--- config.mk ---
export PLATFORM = sky130hd
export DESIGN_NAME = input_conditioner
export DESIGN_NICKNAME = d
export VERILOG_FILES = /design/src/rtl/input_conditioner.sv
export SDC_FILE = /design/constraint.sdc
export NUM_CORES = 1
export LEC_CHECK = 0
export CAP_MARGIN = 20
export CORE_MARGIN = 2
export CORE_UTILIZATION = 40
export DETAILED_ROUTE_END_ITERATION = 10
export PLACE_DENSITY = 0.69
export SLEW_MARGIN = 25
export SYNTH_ARGS = -nofsm -noshare
export SYNTH_HDL_FRONTEND = slang
export SYNTH_SLANG_ARGS = --single-unit
--- constraint.sdc ---
create_clock -name clk -period 3.61 [get_ports clk]
set_clock_uncertainty 0.1 [all_clocks]
set_input_delay 0.5415 -clock clk [delete_from_list [all_inputs] [get_ports clk]]
set_output_delay 0.5415 -clock clk [all_outputs]
set_load 0.1 [all_outputs]
--- src/rtl/input_conditioner.sv ---
// Conditions three raw asynchronous levels: each channel is synchronised, debounced
// into a stable level, and the stable level is edge-detected into one-cycle pulses.
module input_conditioner #(
    parameter int DEBOUNCE_CYCLES = 16
) (
    input  logic clk,
    input  logic rst_n,
    input  logic A,
    input  logic B,
    input  logic C,
    output logic A_OUT,
    output logic B_OUT,
    output logic C_OUT,
    output logic A_RISE,
    output logic B_RISE,
    output logic C_RISE,
    output logic A_FALL,
    output logic B_FALL,
    output logic C_FALL
);

    localparam int CNT_W = $clog2(DEBOUNCE_CYCLES + 1);
    localparam logic [CNT_W-1:0] CNT_LAST = CNT_W'(DEBOUNCE_CYCLES - 1);

    logic [2:0] raw;
    logic [2:0] sync1;
    logic [2:0] sync2;
    logic [2:0] stable;
    logic [2:0] rise;
    logic [2:0] fall;

    assign raw = {C, B, A};

    // Only sync1 touches the raw pins; everything downstream uses sync2.
    always_ff @(posedge clk or negedge rst_n) begin
        if (!rst_n) begin
            sync1 <= '0;
            sync2 <= '0;
        end else begin
            sync1 <= raw;
            sync2 <= sync1;
        end
    end

    for (genvar i = 0; i < 3; i++) begin : g_chan
        logic [CNT_W-1:0] cnt_q;
        logic             stable_q;
        logic             rise_q;
        logic             fall_q;

        // Counter runs only while sync2 disagrees with the stable level and
        // restarts from zero on any agreement or on a completed flip.
        always_ff @(posedge clk or negedge rst_n) begin
            if (!rst_n) begin
                cnt_q    <= '0;
                stable_q <= 1'b0;
                rise_q   <= 1'b0;
                fall_q   <= 1'b0;
            end else begin
                rise_q <= 1'b0;
                fall_q <= 1'b0;
                if (sync2[i] == stable_q) begin
                    cnt_q <= '0;
                end else if (cnt_q == CNT_LAST) begin
                    cnt_q    <= '0;
                    stable_q <= sync2[i];
                    rise_q   <= sync2[i];
                    fall_q   <= ~sync2[i];
                end else begin
                    cnt_q <= cnt_q + CNT_W'(1);
                end
            end
        end

        assign stable[i] = stable_q;
        assign rise[i]   = rise_q;
        assign fall[i]   = fall_q;
    end

    assign A_OUT  = stable[0];
    assign B_OUT  = stable[1];
    assign C_OUT  = stable[2];
    assign A_RISE = rise[0];
    assign B_RISE = rise[1];
    assign C_RISE = rise[2];
    assign A_FALL = fall[0];
    assign B_FALL = fall[1];
    assign C_FALL = fall[2];

endmodule

==> run summary <==
STA
------------------------------------------------------------------------------------------------------
Setup-violating endpoint count in the final report                                                   0
Final Hold Fails                                                                                     0
Fin Setup TNS                                                                                     0 ns
Relative max-transition margin                                                                   0.343
Worst Hold Slack                                                                              0.254 ns
Worst Max-Slew Pin Slew                                                                       0.983 ns
Final worst path period share                                                                    0.705
Count of final max-slew check failures                                                               0
Maximum clock frequency                                                                      0.393 GHz
RSZ-0062 raised after global routing                                                                no
Minimum clock period after layout                                                              2.55 ns

CLOCK NETWORK
------------------------------------------------------------------------------------------------------
Root Buffer                                                                               sky130_fd_sc_hd__clkbuf_4
Number of buffers created by CTS                                                                     5
Clk_lat worst skew                                                                             0.32 ns
Deepest level of the CTS H-tree                                                                      2
Post-CTS Setup Repair Bufs                                                                           0
Clock transition at the register clock pins on the worst setup and hold paths after CTS        0.08 ns
Clock tree from TritonCTS                                                                         done
Cts hold-fix bufs                                                                                    0
Post_cts resized                                                                                     0
Clock Sinks                                                                                         30
CTS Buffer Depth                                                                                     2

YOSYS
------------------------------------------------------------------------------------------------------
Register bit count reported by yosys                                                                30
Most area-hungry cell type in the Yosys netlist                                           sky130_fd_sc_hd__dfrtp_1
Most used flip-flop cell after synthesis                                                  sky130_fd_sc_hd__dfrtp_1
Cell Area, Synth                                                                             1140 um^2
Library cell with the highest instance count after synthesis                              sky130_fd_sc_hd__dfrtp_1
Top cells by area in the synthesized netlist                                              sky130_fd_sc_hd__dfrtp_1 (66%), sky130_fd_sc_hd__xor2_1 (6.9%), sky130_fd_sc_hd__nand4b_4 (4.2%)
Number of nets produced by synthesis                                                                86
Netlist cell types                                                                                  13
Async S/R FF share, synth                                                                         1.00
Synthesized area per cell                                                                    14.6 um^2
Count of mapped cells out of synthesis                                                              78
Post-synth EDFFs                                                                                     0
Sequential fraction of the synthesis area                                                        0.659
Most frequent cells after synthesis                                                       sky130_fd_sc_hd__dfrtp_1 (30), sky130_fd_sc_hd__xor2_1 (9), sky130_fd_sc_hd__nand2_1 (6), sky130_fd_sc_hd__nor2_1 (6), sky130_fd_sc_hd__nor3b_1 (6)
Count of warnings emitted by yosys                                                                   0
Share of the synthesized area in the top cell type                                               0.659

PLACE
------------------------------------------------------------------------------------------------------
Routability congestion estimate from global placement                                            0.710
Port buffer count                                                                                   13
Final HPWL DP                                                                                  1.20 mm
Total placed instance area                                                                   1320 um^2
DP Cell Count                                                                                      123

FINAL LAYOUT
------------------------------------------------------------------------------------------------------
Util after Layout                                                                                0.503
Area delta synth->final                                                                          20.8%
Non-filler cells, final                                                                            131
Diodes inserted                                                                                      0
Ratio of cells with drive above 1 in the final layout                                            0.160
Post-layout nets                                                                                   107
Final non-filler cell area                                                                   1380 um^2

DIE
------------------------------------------------------------------------------------------------------
Chip width                                                                                     57.4 um
Count of boundary I/O pins                                                                          14
Starting density of the core                                                                     0.416
Floorplan row count                                                                                 19
Floorplan die area                                                                           3290 um^2
Core area                                                                                    2730 um^2
Die Height                                                                                     57.4 um

SETUP PATH
------------------------------------------------------------------------------------------------------
Worst setup path class                                                                    flop to output port
Required time of the worst setup path                                                          2.97 ns
Highest net fanout along the worst path                                                              5
Critical Path Source Type                                                                         flop
Maximum cell stage delay along the critical path                                               1.16 ns
Arr. time, crit path                                                                           1.90 ns
Worst path slowest cell                                                                   sky130_fd_sc_hd__clkdlybuf4s50_1
Buffers plus inverters on the worst setup path                                                       1
CP Cell Sequence                                                                          clkdlybuf4s50_1
Setup crit end kind                                                                        output port
Cell family with most CP delay                                                            buffers and inverters

POWER AND IR DROP
------------------------------------------------------------------------------------------------------
Relative contribution of the clock network to total power                                        0.340
Share of power burned in registers                                                               0.609
Standby leakage power                                                                         0.758 nW
Total internal power                                                                        0.000455 W
Max rail drop VDD                                                                             0.310 mV
Net Sw Power                                                                                0.000131 W
Areal power density over the cells                                                         427 nW/um^2
Switching power as a share of total power                                                        0.224
Combinational share of power                                                                     0.051

GLOBAL ROUTING
------------------------------------------------------------------------------------------------------
GRT Residual Overflow                                                                                0
Layer with the highest usage                                                                      met2
Total global-route track usage                                                                   0.129
Initial antenna violation count                                                                      0
Met3 Resource Use GR                                                                            0.0680
Wire length of the first global-routing pass                                                   3.03 mm
Pin count of the biggest net entering global routing                                                31
Met1 usage in global routing                                                                     0.142
Met2 capacity usage during global routing                                                        0.200
Number of global-route vias before repair                                                          672

JOB
------------------------------------------------------------------------------------------------------
Max-cap violations                                                                                   0

ROUTE
------------------------------------------------------------------------------------------------------
DRC violations left                                                                                  0
Post-Route WL                                                                                  1.68 mm
Via count                                                                                          648
WL per Instance                                                                                12.8 um
DRT iter0 DRCs                                                                                      11
Remaining antenna violation count after routing                                                      0
Total iterations of the first detailed-routing run                                                   4
Vias per cell                                                                                     4.95

RUN STATUS
------------------------------------------------------------------------------------------------------
Outcome                                                                                   finished, final reports clean

WORST HOLD PATH
------------------------------------------------------------------------------------------------------
Class of the tightest hold or removal check                                               flop to flop

## registers in the layout, indices dropped and copies added (netlist names)
register,flops
A_RISE,1
C_RISE,1
A_FALL,1
C_FALL,1
sync1,3
A_OUT,1
sync2,3
g_chan.cnt_q,15
B_RISE,1
B_FALL,1
B_OUT,1
C_OUT,1
## power groups by stage
stage / clock network [W] / registers (W) / logic [W]
global placement: 0 / 0.000363 / 0.0000289
detailed placement: 0 / 0.000364 / 0.0000313
finish: 0.000200 / 0.000357 / 0.0000300
CTS: 0.000208 / 0.000357 / 0.0000313
floorplan: 0 / 0.000362 / 0.0000151
global route: 0.000229 / 0.000359 / 0.0000352
## stage by stage
step,power [W],worst slack [ns]
6_report,0.000587,1.06
5_1_grt,0.000623,1.00
4_1_cts,0.000597,1.05
3_5_place_dp,0.000395,1.40
3_3_place_gp,0.000392,1.44
2_1_floorplan,0.000377,1.98
## layer usage
layer | routed length, um | share of wire | vias to the layer above
met5 | 0 | 0 | -
met3 | 107 | 0.064 | 5
li1 | - | - | 311
met4 | 44 | 0.026 | 0
met2 | 853 | 0.51 | 14
met1 | 675 | 0.40 | 318
## final cells by class
type	count	area [um^2]
clock buffer	7	55.1
clock inverter	1	5.00
fill	243	1360
multi-input combinational	48	388
sequential	30	751
tap	31	38.8
timing repair buffer	14	138
## path summary, 6_finish.rpt
check	endpoint	startpoint	depth (start not counted)	slack (ns)
hold / removal	sync2[0]	sync1[0]	0	0.25
min in group asynchronous	C_RISE	rst_n	2	0.49
hold reg to reg	sync2[0]	sync1[0]	0	0.25
setup reg to reg	C_OUT	g_chan[2].cnt_q[0]	3	2.27
max in group asynchronous	g_chan[2].cnt_q[1]	rst_n	2	2.65
setup / recovery	C_OUT	C_OUT	1	1.06
## cell usage in the layout, fill, tap and decap left out
master,Yosys,routed
sky130_fd_sc_hd__a31oi_1,3,3
sky130_fd_sc_hd__and2_1,4,4
sky130_fd_sc_hd__and3_2,2,2
sky130_fd_sc_hd__buf_4,0,1
sky130_fd_sc_hd__clkbuf_1,0,1
sky130_fd_sc_hd__clkbuf_4,0,5
sky130_fd_sc_hd__clkbuf_8,0,1
sky130_fd_sc_hd__clkdlybuf4s50_1,0,13
sky130_fd_sc_hd__clkinv_2,0,1
sky130_fd_sc_hd__dfrtp_1,30,30
sky130_fd_sc_hd__ha_1,3,3
sky130_fd_sc_hd__mux2_4,3,3
sky130_fd_sc_hd__nand2_1,6,6
sky130_fd_sc_hd__nand3_1,3,3
sky130_fd_sc_hd__nand4b_2,1,1
sky130_fd_sc_hd__nand4b_4,2,2
sky130_fd_sc_hd__nor2_1,6,6
sky130_fd_sc_hd__nor3b_1,6,6
sky130_fd_sc_hd__xor2_1,9,9
## cells by family after synthesis
group                      count (synthesis)  share of synthesized area
and+or+nand+nor                           30                      0.182
DFF                                       30                      0.659
xor gates and xnor gates                   9                     0.0692
AOI/OAI and AO/OA                          3                     0.0165
muxes                                      3                     0.0396
adders and majority gates                  3                     0.0330
No activity file was read; power rests on OpenSTA's default activity.
